--- config.mk ---
export PLATFORM = sky130hd
export DESIGN_NAME = nrisc_run_ctrl
export DESIGN_NICKNAME = d
export VERILOG_FILES = /design/src/rtl/nrisc_run_ctrl.sv
export SDC_FILE = /design/constraint.sdc
export NUM_CORES = 1
export LEC_CHECK = 0
export ABC_AREA = 1
export CAP_MARGIN = 30
export CORE_ASPECT_RATIO = 0.75
export CORE_MARGIN = 2
export CORE_UTILIZATION = 37
export CTS_BUF_LIST = sky130_fd_sc_hd__clkbuf_4 sky130_fd_sc_hd__clkbuf_8
export DETAILED_ROUTE_END_ITERATION = 10
export PLACE_DENSITY = 0.6
export RECOVER_POWER = 50
export REMOVE_ABC_BUFFERS = 1
export SYNTH_ARGS = -nofsm -noshare
export SYNTH_HDL_FRONTEND = slang
export SYNTH_SLANG_ARGS = --single-unit
--- constraint.sdc ---
create_clock -name CLK -period 4 [get_ports CLK]
set_clock_uncertainty 0.15 [all_clocks]
set_input_delay 0.4 -clock CLK [delete_from_list [all_inputs] [get_ports CLK]]
set_output_delay 0.4 -clock CLK [all_outputs]
set_load 0.02 [all_outputs]
--- src/rtl/nrisc_run_ctrl.sv ---
// nrisc_run_ctrl: run/load sequencer for the nRisc core.
// Streams a program into instruction memory and gates the core advance
// enable for RUN, STEP, STOP, breakpoint and Halt-stop.
module nrisc_run_ctrl #(
    parameter int unsigned CNT_W = 16
) (
    input  logic             CLK,
    input  logic             RESET,
    input  logic             cmd_valid,
    output logic             cmd_ready,
    input  logic [1:0]       cmd_op,
    input  logic [7:0]       cmd_data,
    input  logic             halt_in,
    input  logic [7:0]       pc_in,
    input  logic             brk_en,
    input  logic [7:0]       brk_addr,
    output logic             core_en,
    output logic             core_rst,
    output logic             imem_we,
    output logic [7:0]       imem_addr,
    output logic [7:0]       imem_wdata,
    output logic [2:0]       state,
    output logic             brk_hit,
    output logic [CNT_W-1:0] instr_count
);

    typedef enum logic [2:0] {
        S_IDLE   = 3'd0,
        S_LOAD   = 3'd1,
        S_RUN    = 3'd2,
        S_STEP   = 3'd3,
        S_PAUSED = 3'd4,
        S_HALTED = 3'd5
    } state_t;

    localparam logic [1:0] OP_STOP = 2'b00;
    localparam logic [1:0] OP_RUN  = 2'b01;
    localparam logic [1:0] OP_STEP = 2'b10;
    localparam logic [1:0] OP_LOAD = 2'b11;

    state_t           state_q, state_d;
    logic [7:0]       load_ptr_q, load_ptr_d;
    logic [8:0]       load_left_q, load_left_d;
    logic             skip_brk_q, skip_brk_d;
    logic             rst_pulse_q, rst_pulse_d;
    logic             brk_hit_q, brk_hit_d;
    logic [CNT_W-1:0] instr_count_q, instr_count_d;

    logic cmd_acc;
    logic bp;
    logic executing;

    // Enable, strobe and handshake outputs derived from the current state.
    always_comb begin
        executing  = (state_q == S_RUN) || (state_q == S_STEP);
        bp         = brk_en && (pc_in == brk_addr) && !skip_brk_q;
        core_en    = executing && !halt_in && !bp;
        cmd_ready  = (state_q != S_STEP);
        cmd_acc    = cmd_valid && cmd_ready;
        imem_we    = (state_q == S_LOAD) && cmd_valid && (cmd_op != OP_STOP);
        imem_addr  = load_ptr_q;
        imem_wdata = cmd_data;
        core_rst   = (state_q == S_LOAD) || rst_pulse_q;
        state      = state_q;
        brk_hit    = brk_hit_q;
        instr_count = instr_count_q;
    end

    // Next-state and register update logic.
    always_comb begin
        state_d       = state_q;
        load_ptr_d    = load_ptr_q;
        load_left_d   = load_left_q;
        skip_brk_d    = executing ? 1'b0 : skip_brk_q;
        rst_pulse_d   = 1'b0;
        brk_hit_d     = brk_hit_q;
        instr_count_d = instr_count_q;

        if (core_en && (instr_count_q != '1))
            instr_count_d = instr_count_q + 1'b1;

        unique case (state_q)
            S_IDLE, S_PAUSED, S_HALTED: begin
                if (cmd_acc) begin
                    if (cmd_op == OP_LOAD) begin
                        state_d       = S_LOAD;
                        load_left_d   = (cmd_data == 8'd0) ? 9'd256 : {1'b0, cmd_data};
                        load_ptr_d    = '0;
                        instr_count_d = '0;
                        brk_hit_d     = 1'b0;
                    end else if (state_q != S_HALTED && cmd_op == OP_RUN) begin
                        state_d    = S_RUN;
                        skip_brk_d = 1'b1;
                        brk_hit_d  = 1'b0;
                    end else if (state_q != S_HALTED && cmd_op == OP_STEP) begin
                        state_d    = S_STEP;
                        skip_brk_d = 1'b1;
                        brk_hit_d  = 1'b0;
                    end
                end
            end
            S_RUN: begin
                if (halt_in) begin
                    state_d = S_HALTED;
                end else if (bp) begin
                    state_d   = S_PAUSED;
                    brk_hit_d = 1'b1;
                end else if (cmd_acc && cmd_op == OP_STOP) begin
                    state_d = S_PAUSED;
                end
            end
            S_STEP: begin
                state_d = halt_in ? S_HALTED : S_PAUSED;
            end
            S_LOAD: begin
                if (cmd_valid) begin
                    if (cmd_op == OP_STOP) begin
                        state_d     = S_IDLE;
                        rst_pulse_d = 1'b1;
                    end else begin
                        load_ptr_d  = load_ptr_q + 8'd1;
                        load_left_d = load_left_q - 9'd1;
                        if (load_left_q == 9'd1) begin
                            state_d     = S_IDLE;
                            rst_pulse_d = 1'b1;
                        end
                    end
                end
            end
            default: state_d = S_IDLE;
        endcase
    end

    // State registers; reset holds the core in reset one cycle past release.
    always_ff @(posedge CLK or posedge RESET) begin
        if (RESET) begin
            state_q       <= S_IDLE;
            load_ptr_q    <= '0;
            load_left_q   <= '0;
            skip_brk_q    <= 1'b0;
            rst_pulse_q   <= 1'b1;
            brk_hit_q     <= 1'b0;
            instr_count_q <= '0;
        end else begin
            state_q       <= state_d;
            load_ptr_q    <= load_ptr_d;
            load_left_q   <= load_left_d;
            skip_brk_q    <= skip_brk_d;
            rst_pulse_q   <= rst_pulse_d;
            brk_hit_q     <= brk_hit_d;
            instr_count_q <= instr_count_d;
        end
    end

endmodule

Yosys cells after proc, flatten, opt, wreduce, memory -nomap -nowiden
Cells that the tools add are included.
{"block": "op_classes", "add_sub_neg": 3, "n_eq_ne": 22, "n_mux": 44, "n_reduce_logical": 26}
{"cell": "16-bit two-way mux", "n": 4}
{"cell": "9-bit two-way mux", "n": 5}
{"cell": "8-bit two-way mux", "n": 4}
{"cell": "3-bit two-way mux", "n": 10}
{"cell": "9-bit one-hot mux with 2 select lines", "n": 1}
{"cell": "1-bit two-way mux", "n": 17}
{"cell": "16-bit by 1-bit adder with 16-bit output (second input constant)", "n": 1}
{"cell": "16-bit != test (second input constant)", "n": 1}
{"cell": "8-bit one-hot mux with 2 select lines", "n": 1}
{"cell": "5-bit AND reduction", "n": 3}
{"cell": "2-bit != test (second input constant)", "n": 6}
{"cell": "3-bit one-hot mux with 4 select lines", "n": 1}
{"cell": "1-bit logical AND", "n": 11}
{"cell": "9-bit by 1-bit == test with 1-bit output (second input constant)", "n": 1}
{"cell": "9-bit by 1-bit subtractor with 9-bit output (second input constant)", "n": 1}
{"cell": "8-bit by 1-bit adder with 8-bit output (second input constant)", "n": 1}
{"cell": "8-bit == test", "n": 1}
{"cell": "8-bit logical NOT", "n": 1}
{"cell": "3-bit by 2-bit == test with 1-bit output (second input constant)", "n": 2}
{"cell": "3-bit == test (second input constant)", "n": 2}
{"cell": "2-bit nonzero test", "n": 3}
{"cell": "2-bit == test (second input constant)", "n": 2}
{"cell": "4-bit by 3-bit != test with 1-bit output (second input constant)", "n": 1}
{"cell": "4-bit != test (second input constant)", "n": 1}
{"cell": "other kinds (11)", "n": 14}
{"block": "word_totals", "ff_bits": 39, "in_bits": 31}

Logic depth before layout (Yosys ltp)
{"block": "depth", "depth_word": 10, "mapped_depth": 12, "mapped_depth_nobuf": 11}

Least setup slack after synthesis
OpenSTA, ideal clock, no wires.
{"block": "synth_path", "kind": "register to output", "start": "register state_q[0], in the netlist state[0]", "end": "output port core_rst", "arrival_time_ns": 1.316, "required_time_ns": 3.450, "slack_ns": 2.134, "stages_incl_launch_ff": 6, "cell_sequence": "dfrtp_1 inv_2 nor2_4 nand2_1 clkinv_1 or2_2"}
{"block": "synth_via", "elab_chain_cells": 2}
{"element": "start, declared", "line": "41", "rtl": "state_t state_q, state_d;"}
{"element": "start signal, assigned", "line": "145", "rtl": "state_q <= state_d;"}
{"element": "3-bit by 1-bit == test with 1-bit output", "line": "63", "rtl": "core_rst = (state_q == S_LOAD) || rst_pulse_q;"}
{"element": "1-bit logical OR", "line": "63"}
{"element": "end, declared", "line": "18", "rtl": "output logic core_rst,"}
No other way between the ends.

Worst setup path in the final report
{"block": "layout_path", "start": "register state_q[1], in the netlist state[1]", "end": "output port core_rst"}
The elaborated chain is that of the path after synthesis.

==> metrics.yaml <==
outcome:
  run_status: "complete, but fails checks"
  failed_checks: "capacitance limit, slew limit"
floorplan:
  coreArea_um2: 7230
  die-width_um: 103
  start_util_pct: 37.5
  fp.dieH_um: 78.2
  rows: 27
  io-pin-count: 71
  die_area_um2: 8040
synthesis:
  ys_ff_latch: 39
  synth_cell_types: 43
  synth_top_cell_by_area: "dfrtp_1"
  yosys.area.top_type_share_pct: 35.0
  synth_area_leaders: "dfrtp_1 35%, nand2_1 12%, inv_1 8.3%, nor2_1 8.0%, o21ai_0 4.8%"
  avgSynthCellArea_um2: 6.96
  syn-cell-area_um2: 2710
  ys_warn_count: 0
  ys_seq_area_share_pct: 36.0
  netlist_instances: 390
route:
  routedWlPerCell_um: 11.3
  first_iter_violations: 148
  drcViolationCount: 0
  postRouteAntennaNets: 0
  wl_um: 6270
  drt_first_pass_iters: 4
  drt-vias-per-instance: 4.67
  num_vias: 2594
worst_setup_path:
  critPathArrivalTime_ns: 2.51
  slowest_delay_ns: 0.53
  r2r_setup_slack_ns: 1.88
  r2r_cells: 11
  critical_path_class: "reg2out"
  start_kind: "register"
  crit-reg2reg-capture: "imem_addr[7]"
  path_cells: "inv_1 -> nand2_1 -> clkinv_1 -> or2_2 -> clkdlybuf4s50_1"
  crit_fanout: 15
  crit_slowest_cell: "clkdlybuf4s50_1"
  r2r-start: "state[2]"
  crit_required_ns: 3.45
  crit_path_end_kind: "output port"
global_route:
  overflow: 0
  track_usage_pct: 16.1
  grt_pass1_wl_um: 10500
  grt_pass1_vias: 2314
  grt_max_degree: 38
  antenna_found_initial: 0
final_layout:
  syn_to_final_growth_pct: 31.1
  multiInputGateArea_um2: 1380
  antennaDiodeCount: 0
  nFillCells: 751
  drive_above_1_share_pct: 8.35
  finalNonFillerCells: 556
  nNetsFinal: 489
  seqCellArea_um2: 977
clock_network:
  clock_latency_ns: 0.30
  cts-hold-fix-buffers: 0
  cts_tree: "yes"
  cts_buffer_depth: 2
  cts-htree-levels: 2
  root_buffer: "clkbuf_8"
  cts.clk_slew.worst_paths_ns: 0.08
  cts_setup_buffers: 0
  cts_resized: 0
  cts.sinks: 39
  cts_made_buffers: 5
power:
  ir_drop_v: 0.000264
  leakagePower_uw: 0.00169
  p_per_area_nw_per_um2: 528
sta:
  finalSetupTns_ns: 0
  timing.final.crit_share_pct: 76.4
  timing.fmax_mhz: 327
  setup_viol: 0
  hold_viol_final: 0
  max_slew.worst_pin.slew_ns: 2.03
  slew_headroom_pct: -35.1
  grt_setup_unrepaired: "no"
  fin_crit_ns: 3.06
  final_max_slew_viol_count: 38
place:
  place.gp.congestion: 0.880
  port_buffers: 70
  dpl.hpwl_um: 4840
  dp.cells: 548
job:
  cap_violations: 1
hold_path:
  hold_class: "in2async"
[where the power goes]
part	internal, uW	total (uW)	switching, uW
logic	347	907	561
registers	517	624	108
clock network	202	347	145
total	1070	1880	813
[stage by stage]
step	cell area [um^2]	power (uW)	hold WS, ns	setup slack (ns)	util, %
after detailed placement	3450	1560	0.351	1.25	47.7
after global routing	3560	2030	0.255	0.785	49.2
after CTS	3560	1910	0.112	0.931	49.3
after global placement	3450	1550	0.308	1.32	47.7
after floorplan	2610	1210	0.303	1.94	-
final	3560	1880	0.247	0.944	49.2
[cell usage after synthesis]
cell type,n
nand2_1,90
inv_1,60
nor2_1,58
dfrtp_1,38
o21ai_0,26
nand3_1,18
a21oi_1,12
buf_4,11
nand4_1,9
a31oi_1,6
nor3_1,5
ha_1,4
inv_2,4
nand2_2,4
nand4_2,4
nor2_2,4
nor2_4,3
nor4_1,3
o21ai_1,3
nand3_2,2
nand3_4,2
o22ai_1,2
xor2_1,2
a211oi_1,1
a21oi_2,1
a22oi_1,1
and3_1,1
buf_2,1
buf_6,1
clkbuf_1,1
clkinv_1,1
clkinv_2,1
dfstp_2,1
inv_4,1
nor2_8,1
nor3_2,1
nor3_4,1
nor3b_1,1
o211ai_1,1
o21a_1,1
o31ai_1,1
or2_2,1
xnor2_1,1
[worst max-delay path by stage]
stage           startpoint  endpoint  depth (start not counted)
3_3_place_gp   brk_addr[3]   core_en                          8
6_report          state[1]  core_rst                          5
5_1_grt           state[0]  core_rst                          6
4_1_cts           state[0]  core_rst                          6
2_1_floorplan     state[0]  core_rst                          5
3_5_place_dp      state[0]  core_rst                          6
[critical path: cells and delay by family, from the launching register on]
kind | cells | cell delay [ns]
AND/OR/NAND/NOR | 2 | 0.73
buffers and inverters | 3 | 1.00
flip-flops | 1 | 0.48
[cell type report]
| cell class | instances | area share, % |
|---|---|---|
| timing repair buffer | 71 | 19.8 |
| clock inverter | 2 | 0.985 |
| inverter | 67 | 7.18 |
| sequential | 39 | 27.5 |
| multi-input combinational | 270 | 38.7 |
| tap | 101 | 3.55 |
| clock buffer | 6 | 2.32 |
[flip-flops by register name, summed over array words and instances, names as in the netlist]
name and cells:
brk_hit 1, state 3, imem_addr 8, instr_count 16, load_left_q 9, rst_pulse_q 1
skip_brk_q 1
[per-layer routing]
layer / GRT usage [%] / share of wire [%] / up-vias
li1: - / - / 1373
met1: 22.4 / 50 / 1165
met2: 25.4 / 44 / 51
met3: 3.74 / 5.0 / 5
met4: 3.55 / 0.77 / 0
met5: 0 / 0 / -
[cell usage in the layout, fill, tap and decap left out, types with 6 or more instances in the layout]
cell type,count
a21oi_1,12
a31oi_1,6
clkbuf_8,6
clkdlybuf4s50_1,51
dfrtp_1,38
dlygate4sd3_1,19
inv_1,60
nand2_1,91
nand3_1,18
nand4_1,9
nor2_1,58
o21ai_0,26
[logic make-up after synthesis]
| group | count (synthesis) | share of synthesized area, % |
|---|---|---|
| compound gates | 55 | 11.1 |
| xor+xnor | 3 | 0.968 |
| fa+ha+maj | 4 | 1.84 |
| buf+inv | 81 | 13.2 |
| flops | 39 | 36.0 |
| simple gates | 208 | 36.9 |
Note: power is estimated with default switching activity, not from simulation.
